<file path="config.mk">
export PLATFORM = sky130hd
export DESIGN_NAME = tcb_lib_arbiter_multiplexer
export DESIGN_NICKNAME = d
export VERILOG_FILES = /design/src/rtl/tcb_lib_arbiter_multiplexer.sv
export SDC_FILE = /design/constraint.sdc
export NUM_CORES = 1
export LEC_CHECK = 0
export BUFFER_PORTS_ARGS = -buffer_cell sky130_fd_sc_hd__buf_4
export CORE_AREA = 2 2 141 143
export CTS_CLUSTER_SIZE = 12
export DETAILED_ROUTE_END_ITERATION = 12
export DIE_AREA = 0 0 143 145
export GPL_TIMING_DRIVEN = 1
export PLACE_DENSITY = 0.43
export REMOVE_ABC_BUFFERS = 1
export SETUP_SLACK_MARGIN = 0.02
export SYNTH_ARGS = -nofsm -noshare
export SYNTH_HDL_FRONTEND = slang
export SYNTH_SLANG_ARGS = --single-unit
export TNS_END_PERCENT = 30
</file>
<file path="constraint.sdc">
create_clock -name clk -period 3.6 [get_ports clk]
set_clock_uncertainty 0.05 [all_clocks]
set_input_delay 0 -clock clk [delete_from_list [all_inputs] [get_ports clk]]
set_output_delay 0 -clock clk [all_outputs]
set_load 0.02 [all_outputs]
</file>
<file path="src/rtl/tcb_lib_arbiter_multiplexer.sv">
// N-to-1 TCB multiplexer: round-robin grant with stall lock, and a DLY-deep ownership
// pipeline that steers each response strobe and error back to the port that issued it.
module tcb_lib_arbiter_multiplexer #(
  parameter int unsigned DLY = 1,
  parameter int unsigned ADR = 32,
  parameter int unsigned DAT = 32,
  parameter int unsigned BEN = DAT / 8,
  parameter int unsigned IFN = 3,
  parameter int unsigned IFL = $clog2(IFN)
) (
  input  logic               clk,
  input  logic               rst,
  input  logic [IFN-1:0]     sub_vld,
  input  logic [IFN-1:0]     sub_wen,
  input  logic [IFN*ADR-1:0] sub_adr,
  input  logic [IFN*BEN-1:0] sub_ben,
  input  logic [IFN*DAT-1:0] sub_wdt,
  output logic [IFN-1:0]     sub_rdy,
  output logic [DAT-1:0]     sub_rdt,
  output logic [IFN-1:0]     sub_err,
  output logic [IFN-1:0]     sub_rsp,
  output logic               man_vld,
  output logic               man_wen,
  output logic [ADR-1:0]     man_adr,
  output logic [BEN-1:0]     man_ben,
  output logic [DAT-1:0]     man_wdt,
  input  logic               man_rdy,
  input  logic [DAT-1:0]     man_rdt,
  input  logic               man_err,
  output logic [IFL-1:0]     sel
);

  logic [IFL-1:0] ptr_q;
  logic           lck_q;
  logic [IFL-1:0] lsel_q;
  logic [IFL-1:0] grant;
  logic [IFL-1:0] ptr_nxt;
  logic           hs;

  // First requester at or after ptr; a stalled grant stays pinned while its port still requests.
  always_comb begin
    logic        found;
    int unsigned j;
    grant = '0;
    found = 1'b0;
    j     = 0;
    for (int unsigned k = 0; k < IFN; k++) begin
      j = 32'(ptr_q) + k;
      if (j >= IFN) j = j - IFN;
      if (!found && sub_vld[IFL'(j)]) begin
        found = 1'b1;
        grant = IFL'(j);
      end
    end
    if (lck_q && sub_vld[lsel_q]) grant = lsel_q;
    if (!rst) grant = '0;
  end

  assign sel     = grant;
  assign man_vld = rst & (|sub_vld);
  assign hs      = man_vld & man_rdy;
  assign ptr_nxt = (sel == IFL'(IFN - 1)) ? '0 : sel + IFL'(1);

  always_comb begin
    man_wen = sub_wen[0];
    man_adr = sub_adr[ADR-1:0];
    man_ben = sub_ben[BEN-1:0];
    man_wdt = sub_wdt[DAT-1:0];
    for (int unsigned i = 1; i < IFN; i++) begin
      if (sel == IFL'(i)) begin
        man_wen = sub_wen[i];
        man_adr = sub_adr[i*ADR +: ADR];
        man_ben = sub_ben[i*BEN +: BEN];
        man_wdt = sub_wdt[i*DAT +: DAT];
      end
    end
  end

  always_comb begin
    for (int unsigned i = 0; i < IFN; i++) begin
      sub_rdy[i] = rst & man_rdy & sub_vld[i] & (sel == IFL'(i));
    end
  end

  always_ff @(posedge clk or negedge rst) begin
    if (!rst) begin
      ptr_q  <= '0;
      lck_q  <= 1'b0;
      lsel_q <= '0;
    end else begin
      lck_q  <= man_vld & ~man_rdy;
      lsel_q <= sel;
      if (hs) ptr_q <= ptr_nxt;
    end
  end

  if (DLY > 0) begin : g_pipe
    logic [DLY-1:0]     own_vld_q;
    logic [DLY*IFL-1:0] own_idx_q;
    logic [IFL-1:0]     own_last;

    always_ff @(posedge clk or negedge rst) begin
      if (!rst) begin
        own_vld_q <= '0;
        own_idx_q <= '0;
      end else begin
        own_vld_q <= (own_vld_q << 1) | DLY'(hs);
        own_idx_q <= (own_idx_q << IFL) | (DLY*IFL)'(sel);
      end
    end

    assign own_last = own_idx_q[DLY*IFL-1 -: IFL];

    always_comb begin
      for (int unsigned i = 0; i < IFN; i++) begin
        sub_rsp[i] = own_vld_q[DLY-1] & (own_last == IFL'(i));
      end
    end
  end else begin : g_comb
    always_comb begin
      for (int unsigned i = 0; i < IFN; i++) begin
        sub_rsp[i] = hs & (sel == IFL'(i));
      end
    end
  end

  assign sub_err = {IFN{man_err}} & sub_rsp;
  assign sub_rdt = man_rdt;

endmodule

</file>
==> results_dict.tcl, run 1 <==
set metrics [dict create \
    cts_root_buf "clkbuf_16" \
    cts.sinks 6 \
    path_max_fanout 35 \
    finalSetupViolCount 0 \
    cp-startpoint "ptr_q[0]" \
    vias_per_cell 4.34 \
    clock.fmax_ghz 0.354 \
    hpwl_um 12100 \
    port_buffers 294 \
    critPathBufInv 3 \
    drive_gt1_frac 0.493 \
    grt_max_degree 149 \
    outcome "complete, no violations" \
    r2r_setup_slack_ns 1.24 \
    yosys_warnings 0 \
    final_common_cell "buf_4" \
    dr.pass1.iters 4 \
    cp.depth 9 \
    cpLargestDelayFamily "compound AO/OA/AOI/OAI gates" \
    nets 923 \
    hp-class "input pin to flop" \
    rsz0062_at_grt "no" \
    tightest_slew_ns 0.677 \
    postSynth.asyncResetShare 1.00 \
    drv_cap 0 \
    setup.worst_path.end_class "output port" \
    synthTopCellsByArea "o211ai_1 19%, o221ai_1 16%, inv_1 10%" \
    ys_seq_area_frac 0.0549 \
    cts_inserted_buffers 3 \
    slowest_delay_ns 0.43 \
    start_util 0.142 \
    grt_pass1_wl_um 23600 \
    gp_congestion 0.758 \
    pin_count 359 \
    overflow 0 \
    fin_setup_tns_ns 0 \
    die_y_um 145 \
    reg2reg_from "ptr_q[0]" \
    wire_per_inst_um 17.1 \
    syn-instance-count 411 \
    post_cts_buffers 0 \
    grt_use_total 0.144 \
    power_density_mw_per_mm2 263 \
    cts_tree "yes" \
    crit_end "man_adr[16]" \
    min_from "sub_vld[1]" \
    drtAntennaViolNets 0 \
    vdd_drop_max_mv 0.172 \
    finalHoldViolCount 0 \
    synth_area_sq_mm 0.00273 \
    worstPathCellList "inv_1 -> ha_1 -> a21oi_1 -> o21ai_0 -> or2_1 -> a221oi_4 -> buf_4 -> o221ai_1 -> buf_4" \
    finalNonFillerCells 939 \
    holdWs_ns 0.0769 \
    dominantRegCellSynth "dfrtp_1" \
    slew-limit-headroom 0.548 \
    vias 4076 \
    yosys_register_bits 6 \
    clock_latency_ns 0.23 \
    yosysUniqueCellTypes 36 \
    die_area_sq_mm 0.0207 \
    final_cell_mix "302 x buf_4, 75 x inv_1, 73 x nand2_1, 69 x o211ai_1, 51 x o221ai_1" \
    finalMaxSlewViolations 0 \
    p_total_w 0.00139 \
    clkTransAtPathRegs_ns 0.04 \
    first_iter_violations 211 \
    synth_top_cell_area_share 0.189 \
    crit_type "flop to output port" \
    cts_max_path_buffers 2 \
    reg2reg_depth 8 \
    fp.coreArea_sq_mm 0.0192 \
    required_ns 3.55 \
    p_leak_nw 2.57 \
    cts_max_level 1 \
    syn_area_per_cell_sq_um 6.65 \
    drt-total-wl_um 16100 \
    antenna_found_initial 0 \
    area_growth_pct 93.9 \
    cp-start-kind "flop" \
    rows 51 \
    critPathMostFrequentCell "buf_4" \
    drc 0 \
    synth_edf_count 0 \
    post-route-period-util 0.785 \
    r2r-end "ptr_q[0]" \
    synth_top_area_cell "o211ai_1" \
    slowest_stage "buf_4" \
    dp.cells 901 \
    final_util 0.276 \
    fin_crit_ns 2.83 \
    critPathArrivalTime_ns 2.78 \
    grt_pass1_vias 4068 \
    die_w_um 143 \
]
final cells by class:
class,instances,area [sq um]
Sequential cell,6,150
Tap cell,265,332
Antenna cell,1,2.50
Inverter,75,282
Multi-Input combinational cell,252,1830
Clock buffer,3,75.1
Timing Repair Buffer,337,2630
Fill cell,2181,13900
flip-flops by register name, summed over array words and instances, names as in the netlist:
register,flops
g_pipe.own_idx_q,2
g_pipe.own_vld_q,1
lck_q,1
ptr_q,2
layer usage:
layer  part of all wire  vias to the layer above  GRT usage
met4             0.0068                        0     0.0144
met5                  0                        -          0
li1                   -                     1992          -
met2               0.49                      193      0.249
met1               0.43                     1881      0.192
met3              0.072                       10     0.0257
synth_stat cells (3+ instances only):
cell type  number
o221ai_1       51
and2_1          3
o211ai_1       69
inv_1          75
buf_2           8
nand2_1        73
buf_4          33
dfrtp_1         6
buf_6           8
o221ai_2       18
clkbuf_1       29
nor3_1          3
nor2_1          7
tightest hold or removal path, cell delays in order:
cell	delay [ns]
buf_4	0.14
nand3_1	0.09
o22ai_1	0.08
report_power, final:
group / total [W] / switching [W] / internal [W] / leakage [nW]
Sequential: 0.0000836 / 0.00000904 / 0.0000746 / 0.0786
Combinational: 0.00113 / 0.000619 / 0.000507 / 2.45
Clock: 0.000182 / 0.0000393 / 0.000143 / 0.0370
how the worst min path moves through the flow:
stage,to,slack [ns],cells past startpoint
after CTS,ptr_q[1],0.07,3
after global placement,sub_rdt[1],-0.05,0
final,ptr_q[1],0.08,3
after global routing,ptr_q[1],0.09,3
after detailed placement,sub_rdt[1],-0.05,0
after floorplan,g_pipe.own_idx_q[0],-0.35,0
repair_timing:
item	CTS	global route
resized for setup	0	0
hold buffers	34	0
hold endpoints to repair	39	0
through the flow:
step / setup slack (ns) / area [sq um]
3_3_place_gp: 1.04 / 4880
4_1_cts: 0.791 / 5300
2_1_floorplan: -0.441 / 2250
3_5_place_dp: 1.05 / 4880
5_1_grt: 0.528 / 5300
6_report: 0.775 / 5300
cell families (layout without fill, tap and decap cells):
| kind of cell | Yosys count | in the layout | synth area share |
|---|---|---|---|
| other | 0 | 1 | 0 |
| flip-flops | 6 | 6 | 0.0549 |
| multiplexers | 2 | 2 | 0.00869 |
| buffers and inverters | 153 | 415 | 0.281 |
| AND/OR/NAND/NOR | 98 | 98 | 0.156 |
| AO/OA/AOI/OAI | 150 | 150 | 0.491 |
| adder cells (fa/ha/maj) | 2 | 2 | 0.00915 |
Power figures use the tool's default switching activity.
==> inputs of run 2 (changes only) <==
ABC_AREA = 1   (was unset)
PLACE_DENSITY = 0.46   (was 0.43)
clock period = 2.4 ns   (was 3.6 ns; I/O delays follow)
==> run 2 against run 1 <==
Compared with the run above: synthesized cell count is 41% higher; setup slack worse by 0.76 ns; power grew to 8.1 times the previous value; count of clock-buffer cells in the layout stayed put; largest power group unchanged; via count is 24% higher; flip-flop and latch count stayed put; sequential power is 120% higher; synthesized area is 11% higher; final cell count is 22% higher.
==> results_dict.tcl, run 2 <==
set metrics [dict create \
    synth_area_sq_mm 0.00304 \
    dominantRegCellSynth "dfrtp_1" \
    synthTopCellsByArea "nand3_1 36%, nand2_1 20%, inv_1 10%" \
    crit_type "flop to output port" \
    final_common_cell "buf_4" \
    synth_xor_area_frac 0 \
    first_iter_violations 247 \
    place_area_sq_mm 0.00524 \
    syn_area_per_cell_sq_um 5.24 \
    cts.sinks 6 \
    dp_worst_setup_slack_ns 0.104 \
    cts_max_path_buffers 2 \
    seq_power_share 0.016 \
    p_leak_nw 3.69 \
    setup_ws_ns 0.0143 \
    syn-instance-count 580 \
    power_frac_comb 0.960 \
    hp-class "input pin to async pin" \
    cts_inserted_buffers 3 \
    cp-start-kind "flop" \
    fin_crit_ns 2.39 \
    clkPwrFrac 0.024 \
    fp.coreArea_sq_mm 0.0192 \
    tightest_slew_ns 0.329 \
    diodes 0 \
    die_w_um 143 \
    required_ns 2.35 \
    cts_root_buf "clkbuf_16" \
    antenna_found_initial 0 \
    clkTransAtPathRegs_ns 0.03 \
    drt-total-wl_um 20400 \
    synth_compound_area_frac 0.0107 \
    vias 5068 \
    final_cell_mix "241 x buf_4, 172 x nand3_1, 128 x nand2_1, 71 x inv_1, 66 x buf_6" \
    pin_count 359 \
    p_total_w 0.0113 \
    slew-limit-headroom 0.780 \
    largestRegisters "g_pipe.own_idx_q x2, ptr_q x2" \
    critPathArrivalTime_ns 2.34 \
    yosys_warnings 0 \
    synth_fa_ha_area_frac 0.00823 \
    yosysMostFrequentCell "nand3_1" \
    die_y_um 145 \
    grt_pass1_vias 4603 \
    grt_use_total 0.162 \
    finalMaxSlewViolations 0 \
    vias_per_cell 4.43 \
    fin_setup_tns_ns 0 \
    grt_max_degree 44 \
    path_max_fanout 7 \
    drc 0 \
    power_density_mw_per_mm2 1650 \
    final_util 0.357 \
    drv_cap 0 \
    synthTopCellsByCount "218 x nand3_1, 158 x nand2_1, 81 x inv_1" \
    synth_top_cell_area_share 0.359 \
    area_growth_pct 126 \
    nets 1130 \
    gp_congestion 0.800 \
    cts_tree "yes" \
    ys_seq_area_frac 0.0494 \
    cts_max_level 1 \
    synth_top_area_cell "nand3_1" \
    rows 51 \
    overflow 0 \
    synth_edf_count 0 \
    internal_power_w 0.00540 \
    grt_pass1_wl_um 26400 \
    setup.worst_path.end_class "output port" \
    synthMuxAreaShare 0 \
    port_buffers 294 \
    die_area_sq_mm 0.0207 \
    post-route-period-util 0.994 \
    start_util 0.158 \
    dr.pass1.iters 5 \
    hpwl_um 13600 \
    fillers 2090 \
    wire_per_inst_um 17.8 \
    swShare 0.524 \
    outcome "complete, no violations" \
    clock.fmax_ghz 0.419 \
    synth_top_family_by_area "simple AND/OR/NAND/NOR gates" \
    switchingPower_w 0.00594 \
    vdd_drop_max_mv 0.624 \
    drive_gt1_frac 0.523 \
    rsz0062_at_grt "yes" \
    yosys.area_share.simple 0.627 \
    finalSetupViolCount 0 \
    drtAntennaViolNets 0 \
    final_area_sq_mm 0.00686 \
    postSynth.asyncResetShare 1.00 \
    yosys_register_bits 6 \
    yosysUniqueCellTypes 23 \
    finalHoldViolCount 0 \
    clock_latency_ns 0.23 \
]
## run 2: changes by cell type after synthesis, moves of 7 or more
| cell | delta |
|---|---|
| nand3_2 | +11 |
| o211ai_1 | -69 |
| o221ai_1 | -51 |
| buf_4 | +7 |
| nand2_1 | +85 |
| clkbuf_1 | -29 |
| nand3_1 | +216 |
| buf_2 | +14 |
| o221ai_2 | -18 |
## run 2: per-stage QoR
stage               std cells  hold slack [ns]
floorplan                 505           -0.346
global placement         1082           -0.219
detailed placement       1082           -0.219
CTS                      1126           0.0968
global route             1145            0.125
finish                   1145            0.125
## run 2: cell families after synthesis
kind of cell | after synthesis
buffers and inverters | 164
AND/OR/NAND/NOR | 403
AO/OA/AOI/OAI | 5
flip-flops | 6
adder cells (fa/ha/maj) | 2
## run 2: cell type report
cell class                 instances  area, sq um  area share
clock buffer                       3         75.1      0.0109
inverter                          89          367      0.0534
multi-input combinational        412         2380       0.348
sequential                         6          153      0.0223
tap                              265          332      0.0483
timing repair buffer             370         3550       0.517
## run 2: metal layers
metal  track usage  wire length [um]  share of wire  up-vias
met3        0.0201              1280          0.063       23
met4        0.0317               336          0.016        0
li1              -                 -              -     2441
met1         0.220              8750           0.43     2381
met2         0.273             10000           0.49      223
met5             0                 0              0        -
## run 2: timing repair
action,4_1_cts,5_1_grt
cloned,2,17
gates resized for setup,12,176
hold buffers,34,0
pin swaps,1,61
setup buffers,5,2
hold endpoints to repair,39,0
endpoints found under the setup margin,72,72
## run 2: power groups by stage
stage	registers, W	clock network, W	logic [W]
CTS	0.000174	0.000275	0.00806
detailed placement	0.000176	0	0.00739
floorplan	0.000165	0	0.00400
global placement	0.000175	0	0.00742
global route	0.000187	0.000283	0.0116
finish	0.000180	0.000272	0.0109
## run 2: final timing paths
| kind | startpoint | end | slack (ns) | cells past startpoint |
|---|---|---|---|---|
| max | ptr_q[1] | man_wdt[17] | 0.01 | 16 |
| min | rst | lck_q | 0.12 | 2 |
| max reg2reg | ptr_q[1] | ptr_q[1] | 0.39 | 12 |
| min reg2reg | ptr_q[0] | ptr_q[0] | 0.55 | 3 |
| max in group asynchronous | rst | g_pipe.own_idx_q[1] | 2.02 | 2 |
| min in group clk | sub_vld[2] | lck_q | 0.17 | 5 |
## run 2: critical path, stage by stage (launching register included)
cell	delay, ns
dfrtp_1	0.42
ha_4	0.34
inv_4	0.05
nand2_2	0.05
nand3_2	0.07
nand2_2	0.09
nand3_2	0.11
nand3_2	0.08
nand2_2	0.07
nand2_4	0.11
buf_12	0.16
clkbuf_16	0.17
nand3_1	0.07
nand2_1	0.07
inv_1	0.04
nand2_1	0.06
buf_6	0.12
==> inputs of run 3 (changes only) <==
GPL_TIMING_DRIVEN = 0   (was 1)
==> run 3 against run 2 <==
Compared with the run above: the run now ends with negative setup slack left; sequential share of layout area shrank 0.095 points; global-route usage grew 5.5 points; clock power is essentially flat; setup slack lost 0.053 ns; count of clock-buffer cells in the layout is the same; critical path depth grew 1; critical endpoint is now man_adr[3]; largest power group unchanged.
==> results_dict.tcl, run 3 (synthesis results as in run 2) <==
set metrics [dict create \
    outcome "complete, but fails checks" \
    violations "negative setup slack" \
    vias 5415 \
    vdd_drop_max_mv 0.763 \
    rsz0062_at_grt "yes" \
    antenna_found_initial 1 \
    fin_setup_tns_ns -1.04 \
    wire_per_inst_um 23.2 \
    first_iter_violations 353 \
    pin_count 359 \
    die_w_um 143 \
    final_common_cell "buf_4" \
    path_max_fanout 9 \
    drc 0 \
    rows 51 \
    grt_pass1_vias 4890 \
    slowest_stage "dfrtp_2" \
    cts_root_buf "clkbuf_16" \
    die_area_sq_mm 0.0207 \
    final_cell_mix "286 x buf_4, 170 x nand3_1, 135 x nand2_1, 73 x inv_1, 52 x nand3_2" \
    fillers 2069 \
    dp_worst_setup_slack_ns -1.31 \
    tightest_slew_ns 0.410 \
    drt-total-wl_um 27300 \
    hpwl_um 11900 \
    regArea_sq_um 153 \
    gp_congestion 0.814 \
    cpLargestDelayFamily "simple AND/OR/NAND/NOR gates" \
    clkTransAtPathRegs_ns 0.03 \
    r2r-end "ptr_q[0]" \
    multi_input_area_sq_mm 0.00309 \
    largestRegisters "g_pipe.own_idx_q x2, ptr_q x2" \
    slew-limit-headroom 0.727 \
    reg2reg_from "ptr_q[0]" \
    port_buffers 294 \
    setup_ws_ns -0.0387 \
    overflow 0 \
    fp.coreArea_sq_mm 0.0192 \
    hp-class "input pin to async pin" \
    drv_cap 0 \
    cts_max_level 1 \
    worstPathCellList "inv_2 -> ha_4 -> inv_4 -> nand2_2 -> nand3_2 -> nand2_4 -> nand2_2 -> inv_4 -> nand3_4 -> nand2_8 -> clkbuf_16 -> nand2_8 -> nand3_1 -> nand2_1 -> inv_1 -> nand2_1 -> buf_4" \
    drtAntennaViolNets 0 \
    dr.pass1.iters 5 \
    required_ns 2.35 \
    cts_tree "yes" \
    critPathBufInv 6 \
    die_y_um 145 \
    finalMaxSlewViolations 0 \
    cts.sinks 6 \
    grt_use_total 0.217 \
    cts_inserted_buffers 3 \
    finalHoldViolCount 0 \
    p_total_w 0.0131 \
    grt_pass1_wl_um 33100 \
    grt_max_degree 40 \
    post-route-period-util 1.02 \
    nets 1158 \
    cts_max_path_buffers 2 \
    slowest_delay_ns 0.43 \
    reg2reg_depth 13 \
    fin_crit_ns 2.44 \
    finalSetupViolCount 54 \
    r2r_setup_slack_ns 0.23 \
    p_leak_nw 3.74 \
    start_util 0.158 \
    vias_per_cell 4.60 \
    drive_gt1_frac 0.530 \
    setup.worst_path.end_class "output port" \
    clock.fmax_ghz 0.410 \
    cp-start-kind "flop" \
    critPathArrivalTime_ns 2.39 \
    clock_latency_ns 0.23 \
    crit_type "flop to output port" \
    power_density_mw_per_mm2 1820 \
    cp-startpoint "ptr_q[1]" \
    area_growth_pct 136 \
]
[run 3: stage by stage]
step	hold slack, ns	instance area (sq um)	util	cells
floorplan	-0.346	2450	-	505
global placement	-0.218	4990	0.260	1064
detailed placement	-0.219	4990	0.260	1064
CTS	0.113	6230	0.324	1146
global route	0.135	7160	0.373	1173
finish	0.121	7170	0.373	1176
[run 3: area by class of cell]
class	instances	share of cell area
diodes	3	0.00105
clock buffers	3	0.0105
inverters	89	0.0536
multi-input cells	446	0.431
flip-flops and latches	6	0.0213
well taps	265	0.0463
repair buffers	360	0.430
repair inverters	4	0.00594
[run 3: where the power goes]
part	internal (W)	switching [W]	leakage (nW)
sequential	0.000135	0.0000532	0.0749
combinational	0.00476	0.00784	3.63
clock	0.000214	0.0000579	0.0370
total	0.00511	0.00795	3.74
[run 3: how the worst max path moves through the flow]
stage                  endpoint  slack, ns  cells past startpoint
global route        man_adr[11]      -0.17                     16
global placement    man_wdt[19]      -1.33                     10
floorplan            sub_rdy[0]      -0.23                      9
detailed placement  man_adr[22]      -1.31                     10
CTS                  man_wdt[3]      0.002                     17
finish               man_adr[3]      -0.04                     17
[run 3: metal layers]
layer / vias to the layer above / global-route usage / part of all wire
met5: - / 0 / 0.00059
li1: 2556 / - / -
met1: 2575 / 0.290 / 0.43
met4: 2 / 0.0297 / 0.014
met2: 252 / 0.370 / 0.49
met3: 30 / 0.0386 / 0.065
[run 3: repair_timing]
item	in CTS	in global routing
hold endpoints to repair	39	0
endpoints found under the setup margin	78	74
buffers inserted	23	5
hold buffers	34	0
gates resized for setup	38	134
gates cloned	22	22
pin swaps	13	38
